<file path="src/rtl/pwr_stim_gen_pkg.sv">
// Shared encodings and LFSR helper for the power-characterisation stimulus generator.
package pwr_stim_gen_pkg;

  localparam int unsigned CNT_W  = 16;
  localparam int unsigned LFSR_W = 16;

  // Fibonacci taps at bits 15, 13, 12 and 10
  localparam logic [LFSR_W-1:0] LFSR_TAPS = 16'hB400;

  typedef enum logic [1:0] {
    MODE_STATIC = 2'b00,
    MODE_COUNT  = 2'b01,
    MODE_LFSR   = 2'b10,
    MODE_WALK   = 2'b11
  } mode_e;

  typedef enum logic [1:0] {
    ST_IDLE = 2'b00,
    ST_RUN  = 2'b01,
    ST_FIN  = 2'b10
  } state_e;

  function automatic logic [LFSR_W-1:0] lfsr_next(input logic [LFSR_W-1:0] l);
    return {l[LFSR_W-2:0], ^(l & LFSR_TAPS)};
  endfunction

endpackage

</file>
<file path="src/rtl/pwr_stim_lfsr16.sv">
// 16-bit Fibonacci LFSR with load and step; an all-zero seed is replaced by 1.
module pwr_stim_lfsr16
  import pwr_stim_gen_pkg::*;
#(
  parameter int unsigned       WIDTH = 4,
  parameter logic [LFSR_W-1:0] SEED  = 16'hACE1
) (
  input  logic             clk,
  input  logic             rstb,
  input  logic             load,
  input  logic             step,
  output logic [WIDTH-1:0] vec_c
);

  localparam logic [LFSR_W-1:0] SEED_FIX = (SEED == '0) ? LFSR_W'(1) : SEED;

  logic [LFSR_W-1:0] lfsr_q;
  logic [LFSR_W-1:0] base_c;

  // On a load cycle the seed itself is the vector being emitted
  assign base_c = load ? SEED_FIX : lfsr_q;
  assign vec_c  = base_c[WIDTH-1:0];

  always_ff @(posedge clk or negedge rstb) begin
    if (!rstb) begin
      lfsr_q <= SEED_FIX;
    end else if (step) begin
      lfsr_q <= lfsr_next(base_c);
    end else if (load) begin
      lfsr_q <= SEED_FIX;
    end
  end

endmodule

</file>
<file path="src/rtl/pwr_stim_gen.sv">
// Stimulus generator for a combinational cell under power characterisation;
// emits NUM_VEC pattern vectors per run and counts toggles on the cell output.
module pwr_stim_gen
  import pwr_stim_gen_pkg::*;
#(
  parameter int unsigned WIDTH   = 4,
  parameter int unsigned NUM_VEC = 256,
  parameter logic [15:0] SEED    = 16'hACE1
) (
  input  logic             clk,
  input  logic             rstb,
  input  logic             start,
  input  logic             stop,
  input  logic [1:0]       mode,
  input  logic             obs,
  output logic [WIDTH-1:0] out,
  output logic             valid,
  output logic             busy,
  output logic             done,
  output logic [CNT_W-1:0] vcnt,
  output logic [CNT_W-1:0] togcnt
);

  state_e           state_q, state_d;
  mode_e            mode_q, mode_d;
  logic             obs_q;
  logic [WIDTH-1:0] out_d;
  logic             valid_d, busy_d, done_d;
  logic [CNT_W-1:0] vcnt_d, tog_d;
  logic             lfsr_load_c, lfsr_step_c, run_end_c;
  logic [WIDTH-1:0] lfsr_vec_c;

  assign run_end_c   = stop || (vcnt == CNT_W'(NUM_VEC));
  assign lfsr_load_c = start && (state_q != ST_RUN);
  assign lfsr_step_c = lfsr_load_c || ((state_q == ST_RUN) && !run_end_c);

  pwr_stim_lfsr16 #(
    .WIDTH (WIDTH),
    .SEED  (SEED)
  ) u_lfsr (
    .clk   (clk),
    .rstb  (rstb),
    .load  (lfsr_load_c),
    .step  (lfsr_step_c),
    .vec_c (lfsr_vec_c)
  );

  // Next vector derived from the previous one, so no modulo hardware is needed
  function automatic logic [WIDTH-1:0] next_vec(input mode_e            m,
                                                input logic             first,
                                                input logic [WIDTH-1:0] prev,
                                                input logic [WIDTH-1:0] lv);
    logic [WIDTH-1:0] v;
    v = '0;
    case (m)
      MODE_STATIC: v = '0;
      MODE_COUNT:  v = first ? '0 : prev + WIDTH'(1);
      MODE_LFSR:   v = lv;
      MODE_WALK:   v = first ? WIDTH'(1) : ((prev << 1) | (prev >> (WIDTH - 1)));
      default:     v = '0;
    endcase
    return v;
  endfunction

  always_comb begin
    state_d = state_q;
    mode_d  = mode_q;
    out_d   = out;
    valid_d = valid;
    busy_d  = busy;
    done_d  = done;
    vcnt_d  = vcnt;
    tog_d   = togcnt;

    if (busy && (obs != obs_q) && (togcnt != '1)) begin
      tog_d = togcnt + CNT_W'(1);
    end

    case (state_q)
      ST_IDLE, ST_FIN: begin
        if (start) begin
          mode_d  = mode_e'(mode);
          out_d   = next_vec(mode_e'(mode), 1'b1, out, lfsr_vec_c);
          valid_d = 1'b1;
          busy_d  = 1'b1;
          done_d  = 1'b0;
          vcnt_d  = CNT_W'(1);
          tog_d   = '0;
          state_d = ST_RUN;
        end
      end
      ST_RUN: begin
        // OUT is left untouched on exit so the cell sees no extra transition
        if (run_end_c) begin
          valid_d = 1'b0;
          busy_d  = 1'b0;
          done_d  = 1'b1;
          state_d = ST_FIN;
        end else begin
          out_d  = next_vec(mode_q, 1'b0, out, lfsr_vec_c);
          vcnt_d = vcnt + CNT_W'(1);
        end
      end
      default: state_d = ST_IDLE;
    endcase
  end

  always_ff @(posedge clk or negedge rstb) begin
    if (!rstb) begin
      state_q <= ST_IDLE;
      mode_q  <= MODE_STATIC;
      obs_q   <= 1'b0;
      out     <= '0;
      valid   <= 1'b0;
      busy    <= 1'b0;
      done    <= 1'b0;
      vcnt    <= '0;
      togcnt  <= '0;
    end else begin
      state_q <= state_d;
      mode_q  <= mode_d;
      obs_q   <= obs;
      out     <= out_d;
      valid   <= valid_d;
      busy    <= busy_d;
      done    <= done_d;
      vcnt    <= vcnt_d;
      togcnt  <= tog_d;
    end
  end

endmodule

</file>
<file path="config.mk">
export PLATFORM = sky130hd
export DESIGN_NAME = pwr_stim_gen
export DESIGN_NICKNAME = d
export VERILOG_FILES = /design/src/rtl/pwr_stim_gen_pkg.sv /design/src/rtl/pwr_stim_lfsr16.sv /design/src/rtl/pwr_stim_gen.sv
export SDC_FILE = /design/constraint.sdc
export NUM_CORES = 1
export LEC_CHECK = 0
export CAP_MARGIN = 20
export CORE_AREA = 2 2 80 82
export CTS_CLUSTER_SIZE = 12
export DETAILED_ROUTE_END_ITERATION = 6
export DIE_AREA = 0 0 82 84
export GPL_TIMING_DRIVEN = 0
export MAX_ROUTING_LAYER = met4
export PLACE_DENSITY = 0.78
export SYNTH_ARGS = -nofsm -noshare
export SYNTH_HDL_FRONTEND = slang
export SYNTH_SLANG_ARGS = --single-unit
</file>
<file path="constraint.sdc">
create_clock -name clk -period 2.2 [get_ports clk]
set_input_delay 0.55 -clock clk [delete_from_list [all_inputs] [get_ports clk]]
set_output_delay 0.55 -clock clk [all_outputs]
set_load 0.03 [all_outputs]
</file>
==> metrics.yaml, run 1 <==
status: "complete, no violations"
fin_nets: 412
drv_slew: 0
setup_violations: 0
power.leakage_nw: 1.622
die_y_um: 84
crit_path_end: "vcnt[2]"
yosys_warnings: 0
critPathMaxStageDelay_ns: 0.73
p_per_area_mw_per_mm2: 874.9
io_buffer_count: 45
core-area_mm2: 0.006096
rsz0062_at_grt: "no"
fin_setup_tns_ns: 0
syn-cell-area_mm2: 0.003192
cts_max_level: 3
cts_root_buf: "clkbuf_8"
skew_ns: 0.01361
fmax_mhz: 467.7
endpoint_kind: "primary output"
via_per_inst: 6.130
initial_core_util_pct: 52.36
cts.clk_slew.worst_paths_ns: 0.08
cts_sinks: 59
tightest_slew_ns: 0.5284
hold_violations: 0
yosysSeqAreaShare_pct: 46.57
routedWlPerCell_um: 16.70
dr.pass1.iters: 5
grt.total_usage_pct: 25.85
hp-class: "input port to async pin"
layout_commonest_cell: "dfrtp_1"
required_ns: 1.65
ff2ff_path_depth: 8
synth.top_cell.area_share_pct: 39.98
critPathBufInv: 1
path_cells: "clkdlybuf4s50_1"
synth_edf_count: 0
fin_crit_sh_pct: 97.19
layout_common_cells: "51 x dfrtp_1, 43 x clkdlybuf4s50_1, 31 x nand2_1"
drt_wl_total_um: 8068
area_delta_synth_final_pct: 24.97
synthArstFlopShare_pct: 100.0
dominantRegCellSynth: "dfrtp_1"
ir_drop_v: 0.0005179
dp_hpwl_um: 5649
grt_pass1_vias: 2720
syn_inst: 344
dr_total_vias: 2961
synth.distinct_cells: 46
dieArea_mm2: 0.006888
syn_nets: 355
synth.avg_cell_area_um2: 9.279
gp_congestion: 0.8737
synth_top_cell_by_area: "dfrtp_1"
critPathArrivalTime_ns: 1.59
grt_max_degree: 39
reg2reg_to: "vcnt[1]"
route.detailed.drc: 0
critical_path_class: "register to primary output"
detail-route-antenna-nets: 0
grt_pass1_wl_um: 13400
relSlewSlack_pct: 64.50
path_depth: 1
antenna_cells: 0
clk_latency_ns: 0.35
drive_above_1_share_pct: 12.56
ys_ff_latch: 59
r2r_slack_ns: 0.21
row_count: 29
start_kind: "register"
antenna_found_initial: 0
post-route-min-period_ns: 2.138
drt_iter0_drc: 235
clock_path_buffers: 2
maxCapViolCount: 0
numCtsBuffers: 9
cts_tree: "yes"
die_w_um: 82
worstPathMaxFanout: 9
crit_family: "buffers and inverters"
fill_cells: 513
hold_buffers: 0
p_total_mw: 3.490
grt_overflow: 0
slowest_stage: "clkdlybuf4s50_1"
synth.area.top_cells: "dfrtp_1 40%, dfstp_2 6.6%, nand3_1 4.5%"
io_pins: 46
r2r-start: "vcnt[0]"
startpoint: "vcnt[2]"
post-cts-setup-buffers: 0
-- cell usage after synthesis (all sizes together) (3+ instances only) --
| master | number |
|---|---|
| dfrtp | 51 |
| and2 | 4 |
| dfstp | 8 |
| xnor2 | 6 |
| nor3 | 7 |
| and3 | 5 |
| mux2 | 3 |
| o31ai | 10 |
| clkbuf | 9 |
| nor4 | 9 |
| o21ai | 22 |
| ha | 4 |
| nor2 | 17 |
| and4 | 5 |
| or3 | 3 |
| nand2b | 9 |
| nand4 | 13 |
| a31oi | 4 |
| nand2 | 32 |
| a41o | 3 |
| a21oi | 23 |
| or4 | 9 |
| nand3 | 29 |
| nor4b | 3 |
| o22ai | 4 |
| xor2 | 3 |
| buf | 10 |
| mux2i | 10 |
| o311ai | 3 |
| inv | 10 |
-- where the power goes --
part	switching, mW	internal, mW	total (mW)
clock	0.427	0.522	0.949
combinational	0.601	0.431	1.03
sequential	0.212	1.30	1.51
total	1.24	2.25	3.49
-- sequential cells by signal, summed over array words and instances, names as in the netlist --
| register | cells |
|---|---|
| vcnt | 16 |
| state_q | 2 |
| busy | 1 |
| out | 4 |
| u_lfsr.lfsr_q | 16 |
| obs_q | 1 |
| done | 1 |
| togcnt | 16 |
| mode_q | 2 |
-- cell type report --
cell class                 count  area [µm²]  share of cell area [%]
clock buffer                  13       138.9                   3.482
buffer                        19       100.1                   2.509
multi-input combinational    256        1622                   40.65
inverter                      10       37.54                  0.9410
timing repair buffer          46       467.9                   11.73
sequential                    59        1486                   37.26
clock inverter                 3       40.04                   1.004
tap                           77       96.34                   2.415
-- worst min-delay path by stage --
stage | cells after the start | start | to | slack (ns)
3_3_place_gp | 1 | done | done | 0.47
4_1_cts | 1 | rstb | togcnt[5] | 0.18
6_report | 1 | rstb | togcnt[5] | 0.16
5_1_grt | 1 | rstb | togcnt[5] | 0.20
3_5_place_dp | 2 | u_lfsr.lfsr_q[15] | u_lfsr.lfsr_q[15] | 0.48
2_1_floorplan | 0 | rstb | busy | 0.25
-- what timing repair did --
| item | CTS | global route |
|---|---|---|
| endpoints found under the setup margin | 17 | 25 |
| resized for setup | 5 | 13 |
| pin swaps | 0 | 0 |
-- logic make-up after synthesis --
logic type               count (synthesis)  synth area share [%]
AND/OR/NAND/NOR                        152                 26.07
AO/OA/AOI/OAI                           78                 15.05
flip-flops                              59                 46.57
buffers and inverters                   29                 4.077
multiplexers                            13                 4.194
XOR/XNOR                                 9                 2.470
adder cells (fa/ha/maj)                  4                 1.568
-- layer usage --
metal  vias up  global-route usage, %  wire length (µm)
met3        11                  5.736               390
met4         0                  8.333                98
li1       1403                      -                 -
met2       100                  36.44              3832
met5         -                      -                 0
met1      1447                  36.96              3746
-- stage by stage --
stage | setup slack [ns] | cells | utilization [%] | hold WS (ns) | instance area, µm²
after floorplan | 0.2060 | 344 | - | 0.2544 | 3192
after global placement | -1.313 | 466 | 61.33 | 0.4660 | 3739
after detailed placement | -0.5782 | 467 | 61.58 | 0.4764 | 3754
after CTS | 0.009433 | 483 | 64.70 | 0.1845 | 3944
after global routing | 0.0001292 | 483 | 65.44 | 0.2048 | 3989
final | 0.06192 | 483 | 65.44 | 0.1630 | 3989
(Power assumes the default switching activity.)
==> inputs of run 2 (changes only) <==
==> constraint.sdc (replaced) <==
create_clock -name clk -period 2.4 [get_ports clk]
set_input_delay 0.6 -clock clk [delete_from_list [all_inputs] [get_ports clk]]
set_output_delay 0.6 -clock clk [all_outputs]
set_load 0.03 [all_outputs]
==> run 2 against run 1 <==
Effect of this change:
- sequential share of layout area up 0.45 points
- core utilization down 0.78 points
- register-to-register slack about the same
- die area unchanged
- hold slack better by 0.055 ns
- design area down 1.2%
- critical path type is now input port to register
==> metrics.yaml, run 2 (synthesized netlist as in run 1, its figures left out) <==
post-route-min-period_ns: 2.280
fin_crit_sh_pct: 95.00
post-cts-setup-buffers: 0  # unchanged
setup_violations: 0  # unchanged
initial_core_util_pct: 52.36  # unchanged
grt_pass1_wl_um: 13370  # -0.25%
worstPathMaxFanout: 10  # +1
place_area_mm2: 0.003754  # unchanged
tightest_slew_ns: 0.5826  # +0.05424 ns
relSlewSlack_pct: 61.16  # -3.3 points
numCtsBuffers: 9  # unchanged
power.leakage_nw: 1.599  # -1.4%
detail-route-antenna-nets: 0  # unchanged
drt_iter0_drc: 234  # -0.43%
layout_common_cells: "51 x dfrtp_1, 44 x clkdlybuf4s50_1, 32 x nand2_1"
endpoint_kind: "register"
path_cells: "clkdlybuf4s50_1, nor2b_1, clkbuf_2, buf_1, nor2_1"
fin_setup_tns_ns: 0  # unchanged
core-area_mm2: 0.006096  # unchanged
p_per_area_mw_per_mm2: 805.8  # -7.9%
cts.clk_slew.worst_paths_ns: 0.07  # about the same
grt.total_usage_pct: 25.79  # -0.069 points
critPathMaxStageDelay_ns: 0.57  # -0.16 ns
start_kind: "input port"
via_per_inst: 6.099  # -0.51%
drv_slew: 0  # unchanged
grt_pass1_vias: 2703  # -0.63%
die_w_um: 82  # unchanged
io_pins: 46  # unchanged
area_delta_synth_final_pct: 23.48
cts_root_buf: "clkbuf_8"
drt_wl_total_um: 8001  # -0.83%
grt_overflow: 0  # unchanged
reg.largest.list: "togcnt: 16 flops, u_lfsr.lfsr_q: 16 flops, vcnt: 16 flops"
critPathArrivalTime_ns: 2.48  # +0.89 ns
die_y_um: 84  # unchanged
final_cells: 483  # unchanged
dp_hpwl_um: 5649  # unchanged
multi_input_area_mm2: 0.001582  # -2.5%
clock_path_buffers: 2  # unchanged
ir_drop_v: 0.0004733  # -8.6%
slowest_stage: "clkdlybuf4s50_1"
hp-class: "input port to async pin"
cts_max_level: 3  # unchanged
register_area_mm2: 0.001486  # unchanged
cts_tree: "yes"
drive_above_1_share_pct: 9.606  # -3.0 points
dieArea_mm2: 0.006888  # unchanged
antenna_found_initial: 0  # unchanged
fmax_mhz: 438.6
hold_violations: 0  # unchanged
route.detailed.drc: 0  # unchanged
dp_cells: 467  # unchanged
clk_latency_ns: 0.34  # about the same
status: "complete, no violations"
io_buffer_count: 45  # unchanged
row_count: 29  # unchanged
gp_congestion: 0.8737  # unchanged
critical_path_class: "input port to register"
dr_total_vias: 2946  # -0.51%
required_ns: 2.60  # +0.95 ns
layout_commonest_cell: "dfrtp_1"
p_total_mw: 3.176  # -9.0%
design_area_mm2: 0.003941  # -1.2%
routedWlPerCell_um: 16.57  # -0.83%
cts_sinks: 59  # unchanged
maxCapViolCount: 0  # unchanged
skew_ns: 0.01149  # -0.002121 ns
antenna_cells: 0  # unchanged
fin_nets: 412  # unchanged
rsz0062_at_grt: "no"
grt_max_degree: 39  # unchanged
fill_cells: 519  # +1.2%
dr.pass1.iters: 5  # unchanged
run 2: timing repair:
item                                    in CTS  in global routing
gates cloned                                 0                  0
endpoints found under the setup margin      10                  8
endpoints found under the hold margin        0                  0
hold buffers                                 0                  0
gates resized for setup                      1                  3
run 2: worst paths after layout:
check / from / endpoint / slack (ns) / cells after the start
setup reg to reg: vcnt[0] / out[2] / 0.20 / 6
setup / recovery: start / vcnt[5] / 0.12 / 5
min in group clk: u_lfsr.lfsr_q[15] / u_lfsr.lfsr_q[15] / 0.48 / 2
hold / removal: rstb / togcnt[5] / 0.22 / 1
hold reg to reg: u_lfsr.lfsr_q[15] / u_lfsr.lfsr_q[15] / 0.48 / 2
max in group asynchronous: rstb / u_lfsr.lfsr_q[15] / 1.53 / 2
run 2: per-stage QoR:
stage	hold slack, ns	setup WS (ns)	utilization [%]
after floorplan	0.3044	0.4060	-
after global placement	0.4660	-1.163	61.33
after detailed placement	0.4764	-0.4282	61.58
after CTS	0.2345	0.07856	64.53
after global routing	0.2550	0.007255	64.66
final	0.2179	0.1199	64.66
run 2: critical path, delay by kind of cell:
family / cells / cell delay [ns]
buffers and inverters: 3 / 1.38
AND/OR/NAND/NOR: 2 / 0.49
run 2: power by group:
group          switching (mW)  internal (mW)  leakage (nW)
registers               0.192           1.19         0.758
clock network           0.388          0.478        0.0914
logic                   0.544          0.384         0.750
total                    1.12           2.05          1.60
run 2: metal layers:
layer / part of all wire [%] / wire length [µm] / GRT usage [%]
met5: 0 / 0 / -
met4: 1.0 / 81 / 8.182
met3: 5.2 / 417 / 5.736
met2: 47 / 3751 / 36.14
met1: 47 / 3750 / 37.10
run 2: layout make-up:
type,count,area share (%)
multi-input cells,256,40.13
repair buffers,46,11.81
inverters,10,0.9524
well taps,77,2.444
clock buffers,13,3.524
flip-flops and latches,59,37.71
plain buffers,19,2.413
clock inverters,3,1.016
==> inputs of run 3 (changes only) <==
--- a/config.mk
+++ b/config.mk
@@ -13,6 +13,7 @@
 export GPL_TIMING_DRIVEN = 0
 export MAX_ROUTING_LAYER = met4
 export PLACE_DENSITY = 0.78
+export REMOVE_ABC_BUFFERS = 1
 export SYNTH_ARGS = -nofsm -noshare
 export SYNTH_HDL_FRONTEND = slang
 export SYNTH_SLANG_ARGS = --single-unit
==> run 3 against run 2 <==
Effect of this change:
- highest routed layer unchanged
- critical path depth is 1 lower
- total power is 0.74% higher
- count of clock-buffer cells in the layout shrank 2
- via count down 0.98%
- non-clock buffer count fell by 15
==> metrics.yaml, run 3 (synthesized netlist as in run 1, its figures left out) <==
crit_family: "simple AND/OR/NAND/NOR gates"
hold_buffers: 0  # unchanged
power.leakage_nw: 1.577  # -1.4%
die_y_um: 84  # unchanged
path_cells: "nor4_1, nand4_1, a21oi_2, mux2_2"
row_count: 29  # unchanged
routedWlPerCell_um: 16.52  # -0.27%
dr_wl_met2_um: 3806  # +1.5%
routed.top_layer: "met4"
fmax_mhz: 424.4  # -3.2%
start_kind: "register"
numCtsBuffers: 9  # unchanged
layout_commonest_cell: "dfrtp_1"
die_w_um: 82  # unchanged
pwr-share-comb_pct: 28.4  # -0.8 points
cts.clk_slew.worst_paths_ns: 0.07  # about the same
drt_wl_total_um: 7748  # -3.2%
cts_tree: "yes"
post-route-min-period_ns: 2.356  # +0.07598 ns
gp_congestion: 0.8600  # -1.6%
grt_overflow: 0  # unchanged
drt_iter0_drc: 232  # -0.85%
cts_root_buf: "clkbuf_8"
r2r-start: "vcnt[5]"
clk_latency_ns: 0.34  # about the same
p_switching_mw: 1.132  # +0.65%
critical_path_class: "register to register"
dp_cells: 451  # -3.4%
status: "complete, no violations"
final_util_pct: 64.41  # -0.25 points
cts_max_level: 3  # unchanged
place_area_mm2: 0.003700  # -1.4%
internal_power_mw: 2.067  # +0.78%
dp_hpwl_um: 5055  # -11%
via_per_inst: 6.220  # +2.0%
critPathArrivalTime_ns: 2.58  # +0.10 ns
grt.total_usage_pct: 25.19  # -0.60 points
grt_max_degree: 38  # -2.6%
setup_violations: 0  # unchanged
power_frac_seq_pct: 43.3  # -0.2 points
fin_crit_sh_pct: 98.17  # +3.2 points
startpoint: "vcnt[5]"
r2r_slack_ns: 0.04  # -0.16 ns
drive_above_1_share_pct: 10.46  # +0.85 points
endpoint_kind: "register"
skew_ns: 0.008553  # -0.002938 ns
grt_pass1_wl_um: 13030  # -2.5%
cts_sinks: 59  # unchanged
rsz0062_at_grt: "no"
wl_met1_um: 3426  # -8.6%
relSlewSlack_pct: 36.01  # -25 points
antenna_cells: 0  # unchanged
dr_total_vias: 2917  # -0.98%
grt_pass1_vias: 2749  # +1.7%
critPathBufInv: 0  # -3
core-area_mm2: 0.006096  # unchanged
design_area_mm2: 0.003926  # -0.38%
io_pins: 46  # unchanged
wl_met3_um: 361  # -13%
drv_slew: 0  # unchanged
p_clk_share_pct: 28.3  # +1.0 points
fin_nets: 398  # -3.4%
reg2reg_to: "out[0]"
route.detailed.drc: 0  # unchanged
hold_violations: 0  # unchanged
layout_common_cells: "51 x dfrtp_1, 44 x clkdlybuf4s50_1, 32 x nand2_1"
ff2ff_path_depth: 4  # -2
ir_drop_v: 0.0007057  # +49%
hp-class: "input port to async pin"
slowest_stage: "nor4_1"
io_buffer_count: 45  # unchanged
required_ns: 2.63  # +0.03 ns
maxCapViolCount: 0  # unchanged
clock_path_buffers: 2  # unchanged
p_per_area_mw_per_mm2: 814.8  # +1.1%
worstPathMaxFanout: 8  # -2
area_delta_synth_final_pct: 23.01
critPathMaxStageDelay_ns: 0.69  # +0.12 ns
swShare_pct: 35.38  # about the same
dr.pass1.iters: 4  # -1
tightest_slew_ns: 0.9598  # +0.3772 ns
dieArea_mm2: 0.006888  # unchanged
final_cells: 469  # -2.9%
detail-route-antenna-nets: 0  # unchanged
initial_core_util_pct: 52.36  # unchanged
holdWs_ns: 0.2363  # +0.01839 ns
antenna_found_initial: 0  # unchanged
p_total_mw: 3.199  # +0.74%
reg.largest.list: "togcnt: 16 flops, u_lfsr.lfsr_q: 16 flops, vcnt: 16 flops"
## run 3: area by class of cell
class                   count  area (µm²)
fillers                   517        2170
multi-input cells         257        1608
flip-flops and latches     59        1486
repair buffers             50       504.2
clock buffers              11       141.4
well taps                  77       96.34
clock inverters             5       52.55
inverters                  10       37.54
## run 3: timing repair
item | CTS | global route
pin swaps | 1 | 0
gates resized for setup | 3 | 2
buffers inserted | 1 | 0
cloned | 1 | 0
setup endpoints to repair | 8 | 15
## run 3: metrics by stage
stage	setup slack [ns]	TNS, ns
CTS	0.02238	0
floorplan	-0.3682	-1.425
finish	0.04392	0
detailed placement	-0.5089	-3.573
global route	0.01914	0
global placement	-1.685	-98.88
## run 3: worst register-to-register path: cells and delay by family, from the launching register on
kind	cells	cell delay (ns)
multiplexers	1	0.38
AO/OA/AOI/OAI	1	0.38
AND/OR/NAND/NOR	2	1.01
flip-flops	1	0.47
## run 3: worst max-delay path by stage
stage / end / slack [ns] / depth (start not counted)
after global routing: vcnt[1] / 0.02 / 4
final: out[0] / 0.04 / 4
after CTS: out[0] / 0.02 / 6
after global placement: vcnt[11] / -1.68 / 5
after floorplan: vcnt[11] / -0.37 / 4
after detailed placement: out[0] / -0.51 / 6
## run 3: layer usage
metal | up-vias | GRT usage [%]
met4 | 0 | 12.42
li1 | 1383 | -
met5 | - | -
met3 | 16 | 5.411
met1 | 1445 | 33.07
met2 | 73 | 36.66
## run 3: power by group through the flow
| stage | logic [mW] | clock network, mW | registers (mW) |
|---|---|---|---|
| global placement | 0.857 | 0 | 1.38 |
| CTS | 0.910 | 0.918 | 1.38 |
| global route | 1.00 | 0.962 | 1.41 |
| detailed placement | 0.895 | 0 | 1.40 |
| finish | 0.907 | 0.905 | 1.39 |
| floorplan | 0.433 | 0 | 1.50 |
